$ cat src/rtl/ysyx_22040237_id_stage.sv
// ysyx_22040237_id_stage: pipelined RV32I/RV64I decode stage with a registered
// decode bundle, valid/ready handshakes, flush and a sticky halt on ebreak.
`default_nettype none

module ysyx_22040237_id_stage #(
  parameter int XLEN = 64
) (
  input  logic            clk,
  input  logic            rst_n,
  input  logic            in_valid,
  output logic            in_ready,
  input  logic [XLEN-1:0] in_pc,
  input  logic [31:0]     in_inst,
  input  logic            flush,
  output logic [4:0]      rs1_addr,
  output logic [4:0]      rs2_addr,
  input  logic [XLEN-1:0] rs1_data,
  input  logic [XLEN-1:0] rs2_data,
  output logic            out_valid,
  input  logic            out_ready,
  output logic [XLEN-1:0] out_pc,
  output logic [XLEN-1:0] out_op1,
  output logic [XLEN-1:0] out_op2,
  output logic [XLEN-1:0] out_op1_jump,
  output logic [XLEN-1:0] out_op2_jump,
  output logic [XLEN-1:0] out_rs2_data,
  output logic [3:0]      out_alu_op,
  output logic            out_word,
  output logic            out_rd_w_en,
  output logic [4:0]      out_rd_addr,
  output logic            out_branch,
  output logic [2:0]      out_br_func3,
  output logic            out_jump,
  output logic            out_mem_r,
  output logic            out_mem_w,
  output logic [1:0]      out_mem_size,
  output logic            out_mem_unsigned,
  output logic            out_ebreak,
  output logic            out_invalid,
  output logic            halted,
  output logic [15:0]     invalid_cnt
);

  localparam bit RV64 = (XLEN == 64);

  localparam logic [6:0] OPC_OP        = 7'b0110011;
  localparam logic [6:0] OPC_OP_32     = 7'b0111011;
  localparam logic [6:0] OPC_OP_IMM    = 7'b0010011;
  localparam logic [6:0] OPC_OP_IMM_32 = 7'b0011011;
  localparam logic [6:0] OPC_LUI       = 7'b0110111;
  localparam logic [6:0] OPC_AUIPC     = 7'b0010111;
  localparam logic [6:0] OPC_JAL       = 7'b1101111;
  localparam logic [6:0] OPC_JALR      = 7'b1100111;
  localparam logic [6:0] OPC_BRANCH    = 7'b1100011;
  localparam logic [6:0] OPC_LOAD      = 7'b0000011;
  localparam logic [6:0] OPC_STORE     = 7'b0100011;
  localparam logic [6:0] OPC_SYSTEM    = 7'b1110011;

  localparam logic [3:0] ALU_ADD = 4'd0, ALU_SUB = 4'd1, ALU_SLL = 4'd2, ALU_SLT = 4'd3,
                         ALU_SLTU = 4'd4, ALU_XOR = 4'd5, ALU_SRL = 4'd6, ALU_SRA = 4'd7,
                         ALU_OR = 4'd8, ALU_AND = 4'd9;

  typedef struct packed {
    logic [XLEN-1:0] pc, op1, op2, op1j, op2j, rs2d;
    logic [3:0]      alu;
    logic            word, rdw;
    logic [4:0]      rd;
    logic            br;
    logic [2:0]      f3;
    logic            jump, mr, mw;
    logic [1:0]      size;
    logic            uns, ebreak, invalid;
  } bundle_t;

  function automatic logic [3:0] alu_of(input logic [2:0] f, input logic alt);
    case (f)
      3'b000:  alu_of = alt ? ALU_SUB : ALU_ADD;
      3'b001:  alu_of = ALU_SLL;
      3'b010:  alu_of = ALU_SLT;
      3'b011:  alu_of = ALU_SLTU;
      3'b100:  alu_of = ALU_XOR;
      3'b101:  alu_of = alt ? ALU_SRA : ALU_SRL;
      3'b110:  alu_of = ALU_OR;
      default: alu_of = ALU_AND;
    endcase
  endfunction

  logic [6:0]      opcode, f7;
  logic [2:0]      f3;
  logic [4:0]      rd;
  logic [XLEN-1:0] imm_i, imm_s, imm_b, imm_u, imm_j;
  logic            legal, rd_en, use_rs1, use_rs2;
  bundle_t         bundle_d, bundle_q;
  logic            valid_d, valid_q, halted_d, halted_q, accept;
  logic [15:0]     cnt_d, cnt_q;

  assign opcode = in_inst[6:0];
  assign f3     = in_inst[14:12];
  assign f7     = in_inst[31:25];
  assign rd     = in_inst[11:7];
  assign imm_i  = XLEN'($signed(in_inst[31:20]));
  assign imm_s  = XLEN'($signed({in_inst[31:25], in_inst[11:7]}));
  assign imm_b  = XLEN'($signed({in_inst[31], in_inst[7], in_inst[30:25], in_inst[11:8], 1'b0}));
  assign imm_u  = XLEN'($signed({in_inst[31:12], 12'b0}));
  assign imm_j  = XLEN'($signed({in_inst[31], in_inst[19:12], in_inst[20], in_inst[30:21], 1'b0}));

  always_comb begin
    bundle_d    = '0;
    bundle_d.pc = in_pc;
    legal       = 1'b0;
    rd_en       = 1'b0;
    use_rs1     = 1'b0;
    use_rs2     = 1'b0;
    case (opcode)
      OPC_OP, OPC_OP_32: begin
        legal = (opcode == OPC_OP) ?
                ((f7 == 7'h00) || (f7 == 7'h20 && (f3 == 3'b000 || f3 == 3'b101))) :
                (RV64 && (((f7 == 7'h00) && (f3 == 3'b000 || f3 == 3'b001 || f3 == 3'b101)) ||
                          ((f7 == 7'h20) && (f3 == 3'b000 || f3 == 3'b101))));
        {use_rs1, use_rs2, rd_en} = 3'b111;
        bundle_d.op1  = rs1_data;
        bundle_d.op2  = rs2_data;
        bundle_d.alu  = alu_of(f3, in_inst[30]);
        bundle_d.word = (opcode == OPC_OP_32);
      end
      OPC_OP_IMM: begin
        // RV64 shifts take a 6-bit shamt, so only inst[31:26] must be clean
        case (f3)
          3'b001:  legal = RV64 ? (in_inst[31:26] == 6'h00) : (f7 == 7'h00);
          3'b101:  legal = RV64 ? (in_inst[31:26] == 6'h00 || in_inst[31:26] == 6'h10) :
                                  (f7 == 7'h00 || f7 == 7'h20);
          default: legal = 1'b1;
        endcase
        {use_rs1, rd_en} = 2'b11;
        bundle_d.op1 = rs1_data;
        bundle_d.op2 = imm_i;
        bundle_d.alu = alu_of(f3, (f3 == 3'b101) && in_inst[30]);
      end
      OPC_OP_IMM_32: begin
        legal = RV64 && ((f3 == 3'b000) || (f3 == 3'b001 && f7 == 7'h00) ||
                         (f3 == 3'b101 && (f7 == 7'h00 || f7 == 7'h20)));
        {use_rs1, rd_en} = 2'b11;
        bundle_d.op1  = rs1_data;
        bundle_d.op2  = imm_i;
        bundle_d.alu  = alu_of(f3, (f3 == 3'b101) && in_inst[30]);
        bundle_d.word = 1'b1;
      end
      OPC_LUI, OPC_AUIPC: begin
        legal        = 1'b1;
        rd_en        = 1'b1;
        bundle_d.op1 = (opcode == OPC_AUIPC) ? in_pc : '0;
        bundle_d.op2 = imm_u;
      end
      OPC_JAL, OPC_JALR: begin
        legal         = (opcode == OPC_JAL) || (f3 == 3'b000);
        rd_en         = 1'b1;
        use_rs1       = (opcode == OPC_JALR);
        bundle_d.op1  = in_pc;
        bundle_d.op2  = XLEN'(4);
        bundle_d.op1j = (opcode == OPC_JAL) ? in_pc : rs1_data;
        bundle_d.op2j = (opcode == OPC_JAL) ? imm_j : imm_i;
        bundle_d.jump = 1'b1;
      end
      OPC_BRANCH: begin
        legal = (f3 != 3'b010) && (f3 != 3'b011);
        {use_rs1, use_rs2} = 2'b11;
        bundle_d.op1  = rs1_data;
        bundle_d.op2  = rs2_data;
        bundle_d.alu  = ALU_SUB;
        bundle_d.op1j = in_pc;
        bundle_d.op2j = imm_b;
        bundle_d.br   = 1'b1;
        bundle_d.f3   = f3;
      end
      OPC_LOAD: begin
        legal = (f3 != 3'b111) && (RV64 || (f3 != 3'b011 && f3 != 3'b110));
        {use_rs1, rd_en} = 2'b11;
        bundle_d.op1  = rs1_data;
        bundle_d.op2  = imm_i;
        bundle_d.mr   = 1'b1;
        bundle_d.size = f3[1:0];
        bundle_d.uns  = f3[2];
      end
      OPC_STORE: begin
        legal = (f3[2] == 1'b0) && (RV64 || f3 != 3'b011);
        {use_rs1, use_rs2} = 2'b11;
        bundle_d.op1  = rs1_data;
        bundle_d.op2  = imm_s;
        bundle_d.rs2d = rs2_data;
        bundle_d.mw   = 1'b1;
        bundle_d.size = f3[1:0];
      end
      OPC_SYSTEM: begin
        legal           = (in_inst == 32'h0010_0073);
        bundle_d.ebreak = 1'b1;
      end
      default: legal = 1'b0;
    endcase
    if (!legal) begin
      bundle_d         = '0;
      bundle_d.pc      = in_pc;
      bundle_d.invalid = 1'b1;
      use_rs1          = 1'b0;
      use_rs2          = 1'b0;
    end
    bundle_d.rdw = legal && rd_en && (rd != 5'd0);
    bundle_d.rd  = bundle_d.rdw ? rd : 5'd0;
  end

  assign rs1_addr = use_rs1 ? in_inst[19:15] : 5'd0;
  assign rs2_addr = use_rs2 ? in_inst[24:20] : 5'd0;
  assign in_ready = ~halted_q & (~valid_q | out_ready);
  assign accept   = in_valid & in_ready & ~flush;

  // flush outranks acceptance; a consumed bundle drops only when nothing replaces it
  always_comb begin
    valid_d  = valid_q;
    halted_d = halted_q | (accept & bundle_d.ebreak);
    cnt_d    = cnt_q;
    if (flush)          valid_d = 1'b0;
    else if (accept)    valid_d = 1'b1;
    else if (out_ready) valid_d = 1'b0;
    if (accept && bundle_d.invalid && cnt_q != 16'hFFFF) cnt_d = cnt_q + 16'd1;
  end

  always_ff @(posedge clk or negedge rst_n) begin
    if (!rst_n) begin
      valid_q  <= 1'b0;
      bundle_q <= '0;
      halted_q <= 1'b0;
      cnt_q    <= 16'd0;
    end else begin
      valid_q  <= valid_d;
      halted_q <= halted_d;
      cnt_q    <= cnt_d;
      if (accept) bundle_q <= bundle_d;
    end
  end

  assign out_valid        = valid_q;
  assign out_pc           = bundle_q.pc;
  assign out_op1          = bundle_q.op1;
  assign out_op2          = bundle_q.op2;
  assign out_op1_jump     = bundle_q.op1j;
  assign out_op2_jump     = bundle_q.op2j;
  assign out_rs2_data     = bundle_q.rs2d;
  assign out_alu_op       = bundle_q.alu;
  assign out_word         = bundle_q.word;
  assign out_rd_w_en      = bundle_q.rdw;
  assign out_rd_addr      = bundle_q.rd;
  assign out_branch       = bundle_q.br;
  assign out_br_func3     = bundle_q.f3;
  assign out_jump         = bundle_q.jump;
  assign out_mem_r        = bundle_q.mr;
  assign out_mem_w        = bundle_q.mw;
  assign out_mem_size     = bundle_q.size;
  assign out_mem_unsigned = bundle_q.uns;
  assign out_ebreak       = bundle_q.ebreak;
  assign out_invalid      = bundle_q.invalid;
  assign halted           = halted_q;
  assign invalid_cnt      = cnt_q;

endmodule

`default_nettype wire

$ cat config.mk
export PLATFORM = sky130hd
export DESIGN_NAME = ysyx_22040237_id_stage
export DESIGN_NICKNAME = d
export VERILOG_FILES = /design/src/rtl/ysyx_22040237_id_stage.sv
export SDC_FILE = /design/constraint.sdc
export NUM_CORES = 1
export LEC_CHECK = 0
export CORE_AREA = 2 2 257 259
export CTS_CLUSTER_DIAMETER = 60
export DETAILED_ROUTE_END_ITERATION = 8
export DIE_AREA = 0 0 259 261
export PLACE_DENSITY_LB_ADDON = 0.05
export RECOVER_POWER = 100
export SLEW_MARGIN = 20
export SYNTH_ARGS = -nofsm -noshare
export SYNTH_HDL_FRONTEND = slang
export SYNTH_SLANG_ARGS = --single-unit
$ cat constraint.sdc
create_clock -name clk -period 4.1 [get_ports clk]
set_input_delay 0.82 -clock clk [delete_from_list [all_inputs] [get_ports clk]]
set_output_delay 0.82 -clock clk [all_outputs]
set_load 0.02 [all_outputs]
==> results of run 1 <==
power breakdown:
| part | leakage (nW) | switching (W) | total, W | internal [W] |
|---|---|---|---|---|
| logic | 6.82 | 0.000340 | 0.000643 | 0.000302 |
| clock network | 0.819 | 0.00181 | 0.00449 | 0.00268 |
| registers | 5.30 | 0.0000142 | 0.00381 | 0.00380 |
kinds of logic after synthesis:
family                     after synthesis
AOI/OAI and AO/OA                      456
xor gates and xnor gates                15
adders and majority gates                1
buffers and inverters                  184
DFF                                    382
muxes                                    2
and+or+nand+nor                        506
flip-flops by register name, summed over array words and instances (netlist names), 5 cells and up:
register      flops
out_pc           64
invalid_cnt      16
out_op1_jump     64
out_rs2_data     64
out_op2_jump     21
out_rd_addr       5
out_op2          64
out_op1          64
cell usage in the layout, fill, tap and decap left out, types with 6 or more instances in the layout:
cell             instances
buf_4                  101
clkdlybuf4s50_1        210
clkinv_2                 9
nand2b_1                 6
clkbuf_8                 8
clkbuf_16               51
dlygate4sd3_1          426
nand3_1                 13
a221oi_1                19
nand2_1                342
a21o_1                   7
dfrtp_1                382
inv_1                    6
a22oi_1                 70
clkbuf_1                26
dlymetal6s2s_1           8
and3_1                  10
buf_12                   9
o31ai_1                131
nor3_1                   6
xnor2_1                 15
and2_1                  10
a22o_1                  80
a21oi_1                 39
clkbuf_2                21
nor2_1                  15
clkbuf_4                 7
o21ai_0                 11
nor2b_1                 69
a221o_1                 76
path summary, 6_finish.rpt:
kind	slack [ns]	end	start	cells after the start
setup / recovery	0.12	out_ebreak	in_inst[23]	26
hold / removal	0.46	out_op1[38]	out_op1[38]	2
setup reg to reg	1.10	out_op1[14]	out_valid	6
hold reg to reg	0.46	out_op1[38]	out_op1[38]	2
max in group asynchronous	0.70	out_pc[28]	rst_n	2
min in group asynchronous	1.07	out_rs2_data[30]	rst_n	1
cells in the mapped netlist (all sizes together), types with 2 or more instances:
cell,n,area [sq um]
dfrtp,382,9560
nand2,343,1290
o31ai,131,983
clkbuf,104,390
a22o,80,701
a221o,76,761
buf,74,510
a22oi,70,526
nor2b,69,432
a21oi,39,195
a221oi,20,175
nor2,15,56.3
xnor2,15,131
nand3,13,65.1
and2,11,68.8
nor3,11,87.6
o21ai,11,55.1
and3,10,62.6
a21o,9,67.6
inv,6,22.5
nand2b,6,37.5
nand4,5,31.3
or4,5,41.3
a222oi,4,40.0
a32o,4,40.0
nor4,4,46.3
a2111oi,2,18.8
a211oi,2,15.0
nand3b,2,15.0
nor3b,2,25.0
nor4b,2,32.5
or2,2,12.5
or3,2,12.5
layer usage:
layer	vias to the layer above	track usage	routed length (microns)
met4	8	0.0623	2120
met5	-	0	56
met1	7751	0.276	31100
met2	582	0.353	36300
li1	6997	-	-
met3	115	0.0683	6200
per-stage QoR:
stage / worst slack [ns] / hold slack [ns] / power, W / cell area [sq um] / cells
6_report: 0.121 / 0.464 / 0.00895 / 26300 / 3139
5_1_grt: 0.0275 / 0.486 / 0.00931 / 26300 / 3137
4_1_cts: -0.0102 / 0.302 / 0.00913 / 26600 / 3137
3_5_place_dp: -0.811 / 0.461 / 0.00455 / 24800 / 3023
3_3_place_gp: -0.751 / 0.455 / 0.00455 / 24800 / 3023
2_1_floorplan: 0.144 / 0.524 / 0.00401 / 16600 / 1546
layout make-up:
| type | count | area share |
|---|---|---|
| well taps | 864 | 0.0412 |
| inverters | 6 | 0.000858 |
| clock inverters | 24 | 0.00977 |
| diodes | 5 | 0.000476 |
| multi-input cells | 980 | 0.236 |
| flip-flops and latches | 382 | 0.364 |
| clock buffers | 67 | 0.0539 |
| repair buffers | 811 | 0.294 |
what timing repair did:
item                                   CTS  global route
resized for setup                       55            31
hold buffers                             0             0
cloned                                   0             0
buffers inserted                        23             0
endpoints found under the hold margin    0             0
setup endpoints to repair               10            11
pin swaps                                5             7
worst register-to-register path, cell delays in order (launching register included):
cell and delay (ns):
dfrtp_1 0.33, nor2b_1 0.23, nor2_1 0.09, nand3b_1 0.12, clkbuf_4 0.49, clkbuf_2 1.30, o31ai_1 0.26
==> flow_metrics.tcl, run 1 <==
set metrics [dict create \
    syn_avg_cell_area_sq_um 10.8 \
    drcViolationCount 0 \
    htreeDepth 2 \
    place_congestion 0.840 \
    drive_gt1_frac 0.111 \
    p_leak_nw 12.9 \
    dr.pass1.iters 5 \
    antenna_found_initial 8 \
    peakVddDrop_mv 0.277 \
    finalHoldViolCount 0 \
    critPathArrivalTime_ns 4.51 \
    seq_area_sq_mm 0.00956 \
    power.density_mw_per_mm2 341 \
    cpMostUsedCell "buf_4" \
    fin_util 0.404 \
    skew_ns 0.0160 \
    dieArea_sq_mm 0.0676 \
    grt_max_degree 149 \
    post-dp-hpwl_microns 53400 \
    finalCritPeriodShare 0.970 \
    grt_pass1_wl_microns 110000 \
    clock_path_buffers 3 \
    hold_class "register to register" \
    cts_root_buffer "clkbuf_16" \
    synth_area_sq_mm 0.0166 \
    synth_xor_xnor_area_share 0.00789 \
    overflow 0 \
    fill_cells 6404 \
    synth-edff-count 0 \
    drtAntennaViolNets 0 \
    synth_compound_area_frac 0.219 \
    endpoint_kind "register" \
    critical_path_class "input port to register" \
    drt_wl_total_microns 75800 \
    period_needed_ns 3.98 \
    cts_buffers 51 \
    maxSlewViolCount 324 \
    setup_violations 0 \
    clock-sinks 382 \
    cts_tree "yes" \
    wl_per_cell_microns 24.2 \
    ys_seq_area_frac 0.574 \
    fin_setup_tns_ns 0 \
    maxCapViolCount 3 \
    synth_ff_type "dfrtp_1" \
    cts.clk_slew.worst_paths_ns 0.06 \
    pin_count 665 \
    nets 2462 \
    areaGrowthSynthToFinish_pct 57.8 \
    cp-start-kind "input port" \
    synthCells 1546 \
    synth_cell_types 58 \
    multi_input_area_sq_mm 0.00620 \
    cp_slowest_cell "or4_4" \
    first_global_vias 15700 \
    io_buffers 664 \
    status "finished, violations left" \
    fp.dieW_microns 259 \
    violations "max-capacitance violations, max-slew violations" \
    row_count 94 \
    tightest_slew_ns 2.74 \
    clk_latency_ns 0.60 \
    synth_top_family_by_area "compound AO/OA/AOI/OAI gates" \
    start_util 0.256 \
    vias 15500 \
    die_h_microns 261 \
    synthesis.nets 1776 \
    crit_family "buffers and inverters" \
    synth_fa_ha_area_frac 0.000752 \
    crit_buf_inv 21 \
    fmax_mhz 251 \
    critPathMaxStageDelay_ns 0.58 \
    synthArstFlopShare 1.00 \
    ys_ff_latch 382 \
    worstPathMaxFanout 2 \
    core_sq_mm 0.0650 \
    cp.required_ns 4.63 \
    slew_headroom -0.829 \
    synth-simple-area-share 0.141 \
    vias_per_cell 4.92 \
    rsz0062_at_grt "no" \
    grtUsageTotal 0.217 \
    muxShareOfSynthArea 0.00128 \
    detail_route.iter0.violations 1035 \
    yosys_warnings 0 \
]
(Power assumes the default switching activity.)
==> run 2: changes to the inputs <==
--- a/config.mk
+++ b/config.mk
@@ -10,7 +10,6 @@
 export DETAILED_ROUTE_END_ITERATION = 8
 export DIE_AREA = 0 0 259 261
 export PLACE_DENSITY_LB_ADDON = 0.05
-export RECOVER_POWER = 100
 export SLEW_MARGIN = 20
 export SYNTH_ARGS = -nofsm -noshare
 export SYNTH_HDL_FRONTEND = slang
==> flow_metrics.tcl, run 2 (synthesis results as in run 1) <==
set metrics [dict create \
    first_global_vias 15700 \
    overflow 0 \
    drtAntennaViolNets 0 \
    maxSlewViolCount 0 \
    fp.dieW_microns 259 \
    start_util 0.256 \
    tightest_slew_ns 0.989 \
    dr.pass1.iters 6 \
    die_h_microns 261 \
    cp-start-kind "input port" \
    io_buffers 664 \
    post-dp-hpwl_microns 53400 \
    detail_route.iter0.violations 1040 \
    areaGrowthSynthToFinish_pct 59.7 \
    finalCritPeriodShare 0.968 \
    drt_wl_total_microns 75700 \
    cts_tree "yes" \
    finalHoldViolCount 0 \
    nets 2462 \
    vias 15400 \
    row_count 94 \
    worstPathMaxFanout 2 \
    power.density_mw_per_mm2 337 \
    critical_path_class "input port to register" \
    cts_buffers 51 \
    core_sq_mm 0.0650 \
    cpMostUsedCell "buf_4" \
    cp.required_ns 4.63 \
    cp_slowest_cell "or4_4" \
    drcViolationCount 0 \
    fin_setup_tns_ns 0 \
    skew_ns 0.0158 \
    antenna_found_initial 7 \
    fill_cells 6361 \
    status "completed" \
    wl_per_cell_microns 24.1 \
    endpoint_kind "register" \
    layout_commonest_cell "clkdlybuf4s50_1" \
    grt_max_degree 149 \
    grtUsageTotal 0.217 \
    critPathMaxStageDelay_ns 0.58 \
    hold_class "input port to async pin" \
    clock_path_buffers 3 \
    fmax_mhz 252 \
    grt_pass1_wl_microns 110000 \
    clk_latency_ns 0.60 \
    dieArea_sq_mm 0.0676 \
    htreeDepth 2 \
    preCtsSetupSlack_ns -0.811 \
    vias_per_cell 4.91 \
    p_leak_nw 11.6 \
    clock-sinks 382 \
    maxCapViolCount 0 \
    setup_slack_ns 0.132 \
    pin_count 665 \
    hold_ws_ns 0.281 \
    cts.clk_slew.worst_paths_ns 0.06 \
    final_cell_mix "clkdlybuf4s50_1 (636), dfrtp_1 (381), nand2_1 (342)" \
    cts_root_buffer "clkbuf_16" \
    place_congestion 0.840 \
    drive_gt1_frac 0.122 \
    rsz0062_at_grt "no" \
    slew_headroom 0.341 \
    peakVddDrop_mv 0.280 \
    setup_violations 0 \
    critPathArrivalTime_ns 4.50 \
    period_needed_ns 3.97 \
]
[run 2: cell count changes in the layout (fill, tap and decap cells not counted), sizes merged]
| cell | delta |
|---|---|
| clkdlybuf4s50 | +426 |
| dlygate4sd3 | -426 |
| clkbuf | -41 |
| buf | +41 |
[run 2: path summary, 6_finish.rpt]
path / start / to / slack [ns] / cells after the start
max in group asynchronous: rst_n / out_pc[26] / 2.90 / 2
min: rst_n / out_op2[11] / 0.28 / 1
max: in_inst[23] / out_ebreak / 0.13 / 26
max reg2reg: out_valid / out_op2_jump[17] / 1.84 / 6
min reg2reg: out_op1[38] / out_op1[38] / 0.47 / 2
min in group clk: out_op1[38] / out_op1[38] / 0.47 / 2
[run 2: routing by layer]
metal | vias to the layer above | track usage | routed length, microns
li1 | 6997 | - | -
met1 | 7749 | 0.276 | 31600
met2 | 560 | 0.353 | 36000
met3 | 105 | 0.0683 | 5990
met4 | 6 | 0.0623 | 2030
met5 | - | 0 | 42
[run 2: final cells by class]
type,count,area [sq um],area share
Clock buffer,67,1420,0.0533
Timing Repair Buffer,811,8000,0.301
Tap cell,864,1080,0.0407
Clock inverter,24,256,0.00965
Multi-Input combinational cell,980,6230,0.234
Antenna cell,5,12.5,0.000471
Sequential cell,382,9560,0.360
Inverter,6,22.5,0.000847
[run 2: timing repair]
action,in CTS,in global routing
resized for setup,55,31
cloned,0,0
hold buffers,0,0
setup buffers,23,0
pin swaps,5,7
endpoints found under the setup margin,10,11
[run 2: per-stage QoR]
stage | instances | util | instance area [sq um] | power, W
floorplan | 1546 | - | 16600 | 0.00401
global placement | 3023 | 0.381 | 24800 | 0.00455
detailed placement | 3023 | 0.381 | 24800 | 0.00455
CTS | 3137 | 0.409 | 26600 | 0.00913
global route | 3137 | 0.409 | 26600 | 0.00933
finish | 3139 | 0.409 | 26600 | 0.00897
[run 2: power breakdown]
group / switching (W) / internal, W
Combinational: 0.000342 / 0.000318
Sequential: 0.0000156 / 0.00380
Clock: 0.00181 / 0.00268
[run 2: worst max-delay path: cells and delay by family]
family	cells	cell delay (ns)
AND/OR/NAND/NOR	5	1.61
buffers and inverters	21	2.08
==> run 3: changes to the inputs <==
--- a/config.mk
+++ b/config.mk
@@ -9,7 +9,7 @@
 export CTS_CLUSTER_DIAMETER = 60
 export DETAILED_ROUTE_END_ITERATION = 8
 export DIE_AREA = 0 0 259 261
-export PLACE_DENSITY_LB_ADDON = 0.05
+export PLACE_DENSITY = 0.63
 export SLEW_MARGIN = 20
 export SYNTH_ARGS = -nofsm -noshare
 export SYNTH_HDL_FRONTEND = slang
==> flow_metrics.tcl, run 3 (synthesis results as in run 1) <==
set metrics [dict create \
    cpMostUsedCell "or4_4" \
    vias_per_cell 4.98 \
    layout_commonest_cell "clkdlybuf4s50_1" \
    fin_setup_tns_ns 0 \
    cts_buffers 46 \
    maxSlewViolCount 0 \
    drive_gt1_frac 0.102 \
    status "completed" \
    overflow 0 \
    drt_wl_total_microns 70700 \
    place_congestion 0.894 \
    fmax_mhz 249 \
    power.density_mw_per_mm2 324 \
    cp.required_ns 3.28 \
    core_sq_mm 0.0650 \
    design_area_sq_mm 0.0261 \
    final_cell_mix "clkdlybuf4s50_1 (647), dfrtp_1 (382), nand2_1 (343)" \
    clock-sinks 382 \
    endpoint_kind "output port" \
    period_needed_ns 4.02 \
    placed_area_sq_mm 0.0246 \
    cts_tree "yes" \
    rsz0062_at_grt "yes" \
    drcViolationCount 0 \
    row_count 94 \
    cp_slowest_cell "or4_4" \
    p_leak_nw 11.3 \
    clk_latency_ns 0.58 \
    cts_root_buffer "clkbuf_16" \
    worstPathMaxFanout 5 \
    crit_path_cell_trace "clkdlybuf4s50_1 -> or4_4 -> or4_4 -> nor4_4 -> nor4b_4 -> nor2_2 -> and2_1 -> buf_4" \
    cp-start-kind "input port" \
    hold_class "input port to async pin" \
    start_util 0.256 \
    fp.dieW_microns 259 \
    dr.pass1.iters 6 \
    maxCapViolCount 0 \
    tightest_slew_ns 0.920 \
    die_h_microns 261 \
    critPathMaxStageDelay_ns 0.58 \
    areaGrowthSynthToFinish_pct 56.8 \
    grtUsageTotal 0.201 \
    clock_path_buffers 3 \
    setup_violations 0 \
    critical_path_class "input port to output port" \
    post-dp-hpwl_microns 51200 \
    vias 15400 \
    dieArea_sq_mm 0.0676 \
    first_global_vias 15500 \
    wl_per_cell_microns 22.8 \
    detail_route.iter0.violations 1272 \
    drtAntennaViolNets 0 \
    pin_count 665 \
    p_total_w 0.00844 \
    fin_util 0.401 \
    slew_headroom 0.387 \
    grt_pass1_wl_microns 103000 \
    hold_ws_ns 0.275 \
    cts.clk_slew.worst_paths_ns 0.06 \
    htreeDepth 2 \
    io_buffers 664 \
    grt_max_degree 130 \
    finalCritPeriodShare 0.980 \
    critPathArrivalTime_ns 3.20 \
    finalHoldViolCount 0 \
    skew_ns 0.0263 \
    antenna_found_initial 5 \
    peakVddDrop_mv 0.258 \
    nets 2429 \
]
-- run 3: where the power goes --
| group | switching [W] | total, W | internal [W] |
|---|---|---|---|
| Combinational | 0.000349 | 0.000668 | 0.000319 |
| Sequential | 0.0000152 | 0.00381 | 0.00380 |
| Clock | 0.00167 | 0.00396 | 0.00230 |
-- run 3: worst paths after layout --
path	endpoint	start	slack (ns)	cells past startpoint
worst max-delay path	rs1_addr[0]	in_inst[10]	0.08	8
worst min register to register	out_op2[58]	out_op2[58]	0.47	2
worst max register to register	out_rs2_data[61]	halted	1.48	6
max in group asynchronous	out_op1_jump[18]	rst_n	2.84	2
min in group clk	out_op2[58]	out_op2[58]	0.47	2
worst min-delay path	out_op2[39]	rst_n	0.28	1
-- run 3: what timing repair did --
| action | in CTS | in global routing |
|---|---|---|
| hold buffers | 0 | 0 |
| buffers inserted | 2 | 2 |
| setup endpoints to repair | 10 | 10 |
| endpoints found under the hold margin | 0 | 0 |
| pin swaps | 3 | 1 |
| gates resized for setup | 45 | 21 |
-- run 3: metal layers --
| layer | track usage | wire [microns] | up-vias |
|---|---|---|---|
| met3 | 0.0448 | 5040 | 104 |
| met1 | 0.254 | 28700 | 7735 |
| met4 | 0.0719 | 2160 | 0 |
| met2 | 0.339 | 34800 | 706 |
| met5 | 0 | 0 | - |
| li1 | - | - | 6903 |
-- run 3: final cells by class --
type / count / area, sq um
Antenna cell: 3 / 7.51
Inverter: 6 / 22.5
Tap cell: 864 / 1080
Timing Repair Buffer: 783 / 7730
Clock buffer: 71 / 1370
Clock inverter: 10 / 83.8
Fill cell: 6243 / 38900
Sequential cell: 382 / 9560
Multi-Input combinational cell: 980 / 6240
-- run 3: stage by stage --
| step | instances | setup slack, ns |
|---|---|---|
| floorplan | 1546 | 0.144 |
| finish | 3099 | 0.0811 |
| global route | 3098 | -0.0193 |
| global placement | 3011 | -0.664 |
| CTS | 3094 | 0.0129 |
| detailed placement | 3011 | -0.705 |
-- run 3: worst max-delay path, delay by kind of cell --
family,cells,cell delay [ns]
buffers and inverters,2,0.56
and+or+nand+nor,6,1.81
==> RTL edit: new RTL, flow settings as in run 1 <==
`XLEN`: 64 -> 60.
--- a/src/rtl/ysyx_22040237_id_stage.sv
+++ b/src/rtl/ysyx_22040237_id_stage.sv
@@ -5,3 +5,3 @@
 module ysyx_22040237_id_stage #(
-  parameter int XLEN = 64
+  parameter int XLEN = 60
 ) (
Interface: changed (9 resized); port bits go from 665 to 629. The function was not compared with the original's and may differ.
==> RTL edit against run 1 <==
  * Count of clock-buffer cells in the layout grew 4
  * Power is 6.7% higher
  * Worst setup slack improved by 0.054 ns
  * Synthesized area fell by 4.4%
  * Clock power is 2% higher
  * Global-route usage fell by 0.45 points
  * Via count decreased by 5.5%
  * Critical path type is now in -> out
  * Sequential cell count shrank 20
  * Clock skew down 0.0030 ns
  * The run still ends with capacitance limit, slew limit left
  * Routed wire length shrank 2.9%
  * Design area down 5.2%
==> RTL edit: results <==
export IMPL_antenna_found_initial=7
export IMPL_drive_above_1_share=0.0890
export IMPL_slew_viol_final=208
export IMPL_reg2reg_slack_ns=0.50
export IMPL_crit_arrival_ns=3.10
export IMPL_start_util=0.245
export IMPL_track_usage=0.212
export IMPL_crit_path_end="rs2_addr[4]"
export IMPL_hold_end="out_pc[47]"
export IMPL_gp_congestion=0.802
export IMPL_pg_comb_mw=1.17
export IMPL_failed_checks="capacitance limit, slew limit"
export IMPL_avgViaCountPerCell=4.85
export IMPL_ys_seq_area_frac=0.569
export IMPL_clkPwrFrac=0.482
export IMPL_syn_area_per_cell_um2=10.6
export IMPL_routed_wl_um=73700
export IMPL_critPathMaxStageDelay_ns=0.45
export IMPL_synth_commonest_cells="dfrtp_1, nand2_1, o31ai_1, clkbuf_1, a22o_1"
export IMPL_p_leak_nw=11.9
export IMPL_first_pass_iters=7
export IMPL_dp_hpwl_um=51900
export IMPL_status="finished, violations left"
export IMPL_worst_pin_slew_ns=2.63
export IMPL_r2r_end="out_op1_jump[3]"
export IMPL_startpoint="in_inst[22]"
export IMPL_fin_nets=2332
export IMPL_synth_compound_area_frac=0.218
export IMPL_placed_cells=2925
export IMPL_synth_net_count=1725
export IMPL_use_met3=0.0687
export IMPL_setup_slack_ns=0.175
export IMPL_wl_met3_um=5950
export IMPL_p_int_mw=7.06
export IMPL_crit_path_top_delay_cell="clkdlybuf4s50_1"
export IMPL_max_vdd_ir_drop_mv=0.283
export IMPL_grt_max_degree=120
export IMPL_cts_resized=29
export IMPL_synth_xor_area_share=0.00881
export IMPL_met2_usage=0.351
export IMPL_gr_usage_met1=0.268
export IMPL_grt_pass1_wl_um=107000
export IMPL_holdCritStartpoint="out_pc[47]"
export IMPL_post_cts_buffers=0
export IMPL_route_layer_met1_wl_um=30600
export IMPL_drt_initial_drc_count=876
export IMPL_cap_violations=2
export IMPL_port_buffers=628
==> RTL edit: per-stage QoR <==
step                      total power, mW  hold WS [ns]  instance area, um^2
after floorplan                      4.27         0.524                15900
after detailed placement             5.09         0.462                23400
final                                9.55         0.465                24900
after global routing                 9.94         0.491                24900
after global placement               5.09         0.459                23400
after CTS                            9.77         0.303                25100
==> RTL edit: critical path, delay by kind of cell <==
family	cells	cell delay [ns]
buffers and inverters	5	1.12
and+or+nand+nor	5	1.03
AOI/OAI and AO/OA	1	0.12
==> RTL edit: cell type report <==
| class | count | area (um^2) |
|---|---|---|
| sequential | 362 | 9060 |
| clock inverter | 13 | 230 |
| fill | 6460 | 40100 |
| clock buffer | 71 | 1490 |
| inverter | 6 | 22.5 |
| antenna | 1 | 2.50 |
| tap | 864 | 1080 |
| timing repair buffer | 726 | 6980 |
| multi-input combinational | 967 | 6020 |
